===== src/rtl/ibuf_mcast_fifo_ctrl_pkg.sv =====
// Shared definitions for the multicast input-buffer controller: direction
// codes (bit index of a route mask) and default flit field widths.
package ibuf_mcast_fifo_ctrl_pkg;

  // Direction code doubles as the bit position in route/request masks.
  typedef enum logic [2:0] {
    DIR_N = 3'd0,
    DIR_W = 3'd1,
    DIR_S = 3'd2,
    DIR_E = 3'd3,
    DIR_B = 3'd4
  } dir_e;

  localparam int NDIR_DEF   = 5;
  localparam int PYLD_W_DEF = 23;
  localparam int DEPTH_DEF  = 4;

endpackage


===== src/rtl/sync_fifo_ring.sv =====
// Ring-buffer FIFO holding the entries queued behind the head register.
// Pointers wrap modulo N_ENT, so N_ENT need not be a power of two.
// Storage is not reset; only pointers and count are.
module sync_fifo_ring #(
  parameter int W     = 28,
  parameter int N_ENT = 3,
  parameter int CNT_W = $clog2(N_ENT + 1)
) (
  input  logic             clk,
  input  logic             rst_n,
  input  logic             wr_en,
  input  logic [W-1:0]     wr_data,
  input  logic             rd_en,
  output logic [W-1:0]     rd_data,
  output logic [CNT_W-1:0] count
);

  localparam int PTR_W = (N_ENT > 1) ? $clog2(N_ENT) : 1;
  localparam logic [PTR_W-1:0] LAST_PTR = PTR_W'(N_ENT - 1);

  logic [W-1:0]     mem [N_ENT];
  logic [PTR_W-1:0] wr_ptr;
  logic [PTR_W-1:0] rd_ptr;

  function automatic logic [PTR_W-1:0] ptr_inc(input logic [PTR_W-1:0] p);
    return (p == LAST_PTR) ? '0 : p + {{(PTR_W-1){1'b0}}, 1'b1};
  endfunction

  assign rd_data = mem[rd_ptr];

  // Entry write; contents deliberately left unreset.
  always_ff @(posedge clk) begin
    if (wr_en) mem[wr_ptr] <= wr_data;
  end

  // Pointer and occupancy bookkeeping; reset drops every queued entry.
  always_ff @(posedge clk) begin
    if (!rst_n) begin
      wr_ptr <= '0;
      rd_ptr <= '0;
      count  <= '0;
    end else begin
      if (wr_en) wr_ptr <= ptr_inc(wr_ptr);
      if (rd_en) rd_ptr <= ptr_inc(rd_ptr);
      count <= count + {{(CNT_W-1){1'b0}}, wr_en} - {{(CNT_W-1){1'b0}}, rd_en};
    end
  end

endmodule


===== src/rtl/ibuf_mcast_fifo_ctrl.sv =====
// Multicast input-buffer controller. The head flit lives in dedicated
// registers (arb_req/payload_o); the remaining DEPTH-1 entries queue in a
// ring FIFO. Each pending request bit retires independently on a grant with
// a ready output buffer, or is suppressed (and counted) when its destination
// is dead in copy mode. The head pops once no bit remains pending.
//
// Handshake: a flit transfers on any edge where ibuf_vld & ibuf_rdy; ibuf_rdy
// is registered and only asserted when the accept cannot overflow. A request
// bit transfers on arb_gnt & obuf_rdy & arb_req; grants on idle bits are ignored.
module ibuf_mcast_fifo_ctrl
  import ibuf_mcast_fifo_ctrl_pkg::*;
#(
  parameter  int PYLD_W = PYLD_W_DEF,
  parameter  int NDIR   = NDIR_DEF,
  parameter  int DEPTH  = DEPTH_DEF,
  localparam int CNT_W  = $clog2(DEPTH + 1)
) (
  input  logic              clk,
  input  logic              rst_n,
  input  logic              pg_en,
  input  logic              cpy_mode,
  input  logic [NDIR-1:0]   dead_mask,
  input  logic              ibuf_vld,
  output logic              ibuf_rdy,
  input  logic [NDIR-1:0]   route_req,
  input  logic [PYLD_W-1:0] payload_i,
  output logic [NDIR-1:0]   arb_req,
  input  logic [NDIR-1:0]   arb_gnt,
  input  logic [NDIR-1:0]   obuf_rdy,
  output logic [PYLD_W-1:0] payload_o,
  output logic [CNT_W-1:0]  occupancy,
  output logic [15:0]       drop_cnt
);

  localparam int FLIT_W = NDIR + PYLD_W;
  localparam int FC_W   = $clog2(DEPTH);
  localparam int KC_W   = $clog2(NDIR + 1);
  localparam logic [CNT_W-1:0] DEPTH_C = CNT_W'(DEPTH);

  logic [CNT_W-1:0]  occ_q;
  logic [CNT_W-1:0]  occ_next;
  logic              head_vld;
  logic              stall_mode;
  logic [NDIR-1:0]   clr;
  logic [NDIR-1:0]   kill;
  logic [NDIR-1:0]   rem;
  logic              push;
  logic              pop;
  logic              fifo_nonempty;
  logic              head_from_fifo;
  logic              head_from_in;
  logic              fifo_wr;
  logic [FLIT_W-1:0] fifo_rd_data;
  logic [FC_W-1:0]   fifo_cnt;
  logic [KC_W-1:0]   kill_cnt;
  logic [16:0]       drop_sum;

  function automatic logic [KC_W-1:0] popcount(input logic [NDIR-1:0] v);
    logic [KC_W-1:0] c;
    c = '0;
    for (int i = 0; i < NDIR; i++) c = c + {{(KC_W-1){1'b0}}, v[i]};
    return c;
  endfunction

  assign occupancy  = occ_q;
  assign head_vld   = (occ_q != '0);
  assign stall_mode = pg_en & cpy_mode;

  // Per-bit retirement: granted bits clear, dead-destination bits are killed.
  assign clr  = arb_gnt & obuf_rdy & arb_req;
  assign kill = stall_mode ? (arb_req & dead_mask) : '0;
  assign rem  = arb_req & ~clr & ~kill;

  // A head with nothing left pending (including a route_req==0 flit) pops.
  assign pop  = head_vld & (rem == '0);
  assign push = ibuf_vld & ibuf_rdy;

  // Refill the head from the queue first; an incoming flit goes straight to
  // the head only when nothing else is waiting behind it.
  assign fifo_nonempty  = (fifo_cnt != '0);
  assign head_from_fifo = pop & fifo_nonempty;
  assign head_from_in   = push & (~head_vld | (pop & ~fifo_nonempty));
  assign fifo_wr        = push & ~head_from_in;

  assign occ_next = occ_q + {{(CNT_W-1){1'b0}}, push} - {{(CNT_W-1){1'b0}}, pop};
  assign kill_cnt = popcount(kill);
  assign drop_sum = {1'b0, drop_cnt} + {{(17-KC_W){1'b0}}, kill_cnt};

  sync_fifo_ring #(
    .W     (FLIT_W),
    .N_ENT (DEPTH - 1),
    .CNT_W (FC_W)
  ) u_ring (
    .clk     (clk),
    .rst_n   (rst_n),
    .wr_en   (fifo_wr),
    .wr_data ({route_req, payload_i}),
    .rd_en   (head_from_fifo),
    .rd_data (fifo_rd_data),
    .count   (fifo_cnt)
  );

  // Head registers: load on pop/empty-push, otherwise retire pending bits.
  always_ff @(posedge clk) begin
    if (!rst_n) begin
      arb_req   <= '0;
      payload_o <= '0;
    end else if (head_from_fifo) begin
      {arb_req, payload_o} <= fifo_rd_data;
    end else if (head_from_in) begin
      arb_req   <= route_req;
      payload_o <= payload_i;
    end else begin
      arb_req <= rem;
    end
  end

  // Occupancy, registered ready (stalled in copy mode) and saturating drop count.
  always_ff @(posedge clk) begin
    if (!rst_n) begin
      occ_q    <= '0;
      ibuf_rdy <= 1'b1;
      drop_cnt <= '0;
    end else begin
      occ_q    <= occ_next;
      ibuf_rdy <= ~stall_mode & (occ_next < DEPTH_C);
      drop_cnt <= drop_sum[16] ? 16'hFFFF : drop_sum[15:0];
    end
  end

endmodule


===== config.mk =====
export PLATFORM = sky130hd
export DESIGN_NAME = ibuf_mcast_fifo_ctrl
export DESIGN_NICKNAME = d
export VERILOG_FILES = /design/src/rtl/ibuf_mcast_fifo_ctrl_pkg.sv /design/src/rtl/sync_fifo_ring.sv /design/src/rtl/ibuf_mcast_fifo_ctrl.sv
export SDC_FILE = /design/constraint.sdc
export NUM_CORES = 1
export LEC_CHECK = 0
export CELL_PAD_IN_SITES_DETAIL_PLACEMENT = 1
export CELL_PAD_IN_SITES_GLOBAL_PLACEMENT = 2
export CORE_ASPECT_RATIO = 0.9
export CORE_MARGIN = 2
export CORE_UTILIZATION = 35
export CTS_BUF_LIST = sky130_fd_sc_hd__clkbuf_16
export CTS_CLUSTER_DIAMETER = 100
export DETAILED_ROUTE_END_ITERATION = 12
export PLACE_DENSITY = 0.78
export SETUP_SLACK_MARGIN = 0.15
export SYNTH_ARGS = -nofsm -noshare
export SYNTH_HDL_FRONTEND = slang
export SYNTH_HIERARCHICAL = 1
export SYNTH_SLANG_ARGS = --single-unit

===== constraint.sdc =====
create_clock -name clk -period 5.7 [get_ports clk]
set_clock_uncertainty 0.15 [all_clocks]
set_input_delay 1.14 -clock clk [delete_from_list [all_inputs] [get_ports clk]]
set_output_delay 1.14 -clock clk [all_outputs]
set_load 0.01 [all_outputs]

==> summary.md <==
| Metric | Value |
|---|---|
| Status | completed |
| Setup-failing EPs final | 0 |
| Minimum clock period | just under 5 ns |
| Largest net degree at the start of global routing | 58 |
| Crit-path cells | clkdlybuf4s50_1 -> and2_1 -> and3_1 -> fa_1 -> inv_1 -> fa_1 -> inv_1 -> ha_1 -> fa_1 -> a21o_1 -> or4b_2 -> nor2_1 -> buf_4 -> nand3b_1 -> o211a_1 |
| Starting density of the core | 0.3605 |
| Worst path most repeated cell | fa_1 |
| Final cell count without fillers | between 900 and 1k |
| Die Span X | 143.7 um |
| Syn Std Cell Area | between 6000 and 7000 um^2 |
| Nets | around 710 |
| CP endpoint kind | flip-flop |
| CTS tree | built |
| RR Endpoint | drop_cnt[11] |
| Clock slew at reported path FFs | 0.06 ns |
| Maximum VDD drop | roughly 0.00030 V |
| Relative max-transition margin | 0.2781 |
| Vias post-DR | between 4k and 5k |
| Crit path kind | in2reg |
| Number of global-route vias before repair | 5,099 |
| Reg2reg start | arb_req[0] |
| Post-synthesis sequential area ratio | 0.5925 |
| ANT cells | 0 |
| Worst-Skew Late Latency | around 0.42 ns |
| Hold buffers post-CTS | 0 |
| Clock sink count | 140 |
| CP arrival | about 5.1 ns |
| CTS Buf Count | 17 |
| Clk root buf | clkbuf_16 |
| Final HPWL DP | between 10 and 15 mm |
| Pwr dens | 474.8 nW/um^2 |
| Syn avg cell area | ~11 um^2 |
| Tot Pwr | between 0.003 and 0.004 W |
| Share of layout cells above drive strength 1 | 0.07658 |
| Flop-to-flop setup slack | around 2 ns |
| CP max FO | 12 |
| Worst path max stage delay | about 0.70 ns |
| Synthesis-to-layout area growth | 29.42% |
| Synthesis Warnings | 6 |
| Resized cells post-CTS | 0 |
| Max Transition Viols Final | 0 |
| Main synth FF type | edfxtp_1 |
| Unrepaired setup endpoints after global routing | false |
| Final wirelength | about 17 mm |
| Post-Synthesis Cells | between 500 and 600 |
| Gpl congestion | 0.7835 |
| Worst Path Required | ~5.9 ns |
| First-pass GRT wire length | 26.95 mm |
| Slew @ Worst Pin | ~1.1 ns |
| Mean routed wirelength per cell | around 18 um |
| Slowest cell on crit path | or4b_2 |
| PortBufs | 95 |
| Hold crit path type | reg2reg |
| Die extent in y | 129.8 um |
| Core area | 17,060 um^2 |
| F_max | 205.5 MHz |
| Setup bufs post-CTS | 0 |
| H-tree depth | 4 |
| Ys async rst share | 0 |
| Final worst-path cycle share | 0.8536 |
| Final Hold Fails | 0 |
| Number of remaining DRC errors | 0 |
| Crit. Startpoint | pg_en |
| Cell variety after synth | between 40 and 50 |
| Die Area | 18,650 um^2 |
| Leakage | about 2.8 nW |
| ANT nets after route | 0 |
| Setup crit end | drop_cnt[11] |
| I/O pin count | between 90 and 100 |
| Synth Register Bits | between 100 and 150 |
| Max clock buf depth | 2 |
| GRT Overall Usage | 0.1906 |
| Initial antenna violation count | 1 |
| Pre-antenna DRT Iters | 5 |
| Syn Nets | 619 |
| Final setup TNS | 0 ns |
| Post-synth EDFFs | 84 |
| DR iter-0 viols | 190 |
| Dpl cells | around 870 |
| Drt via density | roughly 5.2 |
| # Max-Cap Violations | 0 |
| Floorplan row count | between 40 and 50 |
| Worst R2R Path Depth | 13 |
| Startpoint Class | input port |
| Gr ovfl total | 0 |
cell families (layout without fill, tap and decap cells):
family	Yosys count	in the layout	synth area share
compound gates	116	116	0.1318
xor+xnor	13	13	0.02075
fa+ha+maj	12	12	0.02930
buf+inv	45	152	0.03622
flops	140	140	0.5925
mux	29	29	0.04720
simple gates	204	204	0.1422
worst min-delay path by stage:
stage	startpoint	endpoint	cells past startpoint
after detailed placement	drop_cnt[14]	drop_cnt[14]	2
after floorplan	u_ring/rd_ptr[1]	flip-flop	2
final	u_ring/rd_ptr[1]	flip-flop	2
after CTS	u_ring/rd_ptr[1]	flip-flop	2
after global routing	drop_cnt[14]	drop_cnt[14]	2
after global placement	u_ring/rd_ptr[1]	flip-flop	2
final cells by class:
class | count | area [um^2]
clock inverter | 15 | 181.4
fill | 1859 | 9101
clock buffer | 17 | 425.4
tap | 235 | 294.0
multi-input combinational | 374 | 2306
inverter | 12 | 45.04
sequential | 140 | 3646
timing repair buffer | 108 | 1061
critical path: cells and delay by family:
kind	cells	cell delay, ns
compound gates	2	0.34
fa+ha+maj	4	1.35
buf+inv	4	0.81
simple gates	5	1.45
metal layers:
| layer | global-route usage | wire length, um | vias up |
|---|---|---|---|
| li1 | - | - | 2218 |
| met1 | 0.2373 | 7526 | 2332 |
| met2 | 0.3207 | 7889 | 116 |
| met3 | 0.06128 | 973 | 21 |
| met4 | 0.05306 | 213 | 2 |
| met5 | 0 | 12 | - |
layout by cell type, fill, tap and decap left out, drive strengths merged, types with 3 or more instances in the layout:
cell type / n
clkdlybuf4s50: 95
nand2: 89
edfxtp: 84
nor2: 69
dfxtp: 56
o21ai: 35
a31oi: 29
mux2i: 29
a221o: 23
clkbuf: 17
inv: 13
buf: 13
nand3: 12
o21a: 8
ha: 8
clkinv: 8
xor2: 7
and2: 6
and3: 6
a21boi: 5
xnor2: 5
nor3: 5
o211ai: 4
fa: 4
bufinv: 4
nor2b: 4
a21oi: 3
nor3b: 3
synthesized netlist by cell type, types with 3 or more instances:
| master | instances | area [um^2] |
|---|---|---|
| nand2_1 | 89 | 334.1 |
| edfxtp_1 | 84 | 2522 |
| nor2_1 | 69 | 259.0 |
| dfxtp_1 | 56 | 1121 |
| a31oi_1 | 29 | 181.4 |
| mux2i_1 | 29 | 290.3 |
| a221o_1 | 23 | 230.2 |
| clkbuf_1 | 19 | 71.32 |
| o21ai_1 | 19 | 95.09 |
| o21ai_0 | 15 | 75.07 |
| nand3_1 | 12 | 60.06 |
| buf_2 | 11 | 55.05 |
| inv_1 | 10 | 37.54 |
| ha_1 | 8 | 100.1 |
| o21a_1 | 8 | 60.06 |
| xor2_1 | 7 | 61.31 |
| and2_1 | 6 | 37.54 |
| and3_1 | 6 | 37.54 |
| a21boi_0 | 5 | 37.54 |
| nor3_1 | 5 | 25.02 |
| xnor2_1 | 5 | 43.79 |
| fa_1 | 4 | 80.08 |
| nor2b_1 | 4 | 25.02 |
| o211ai_1 | 4 | 30.03 |
| a21oi_1 | 3 | 15.01 |
| nor3b_1 | 3 | 22.52 |
metrics by stage:
stage	setup slack, ns	area, um^2	util	hold slack, ns
2_1_floorplan	0.7590	6150	-	0.3316
3_3_place_gp	0.5779	7352	0.4310	0.3351
3_5_place_dp	0.3811	7352	0.4310	0.3827
4_1_cts	0.8494	7959	0.4665	0.3895
5_1_grt	0.6141	7959	0.4665	0.4064
6_report	0.8343	7959	0.4665	0.3796
state kept, by name, summed over array words and instances, names as in the netlist, named ones only:
name	cells
u_ring/mem	84
payload_o	23
drop_cnt	16
arb_req	5
occupancy	3
u_ring/count	2
u_ring/rd_ptr	2
u_ring/wr_ptr	2
ibuf_rdy	1
power by group:
| part | switching [W] | internal [W] |
|---|---|---|
| logic | 0.000708 | 0.000538 |
| registers | 0.000145 | 0.00125 |
| clock network | 0.000412 | 0.000722 |
| total | 0.00127 | 0.00251 |
No activity file was read; power rests on OpenSTA's default activity.
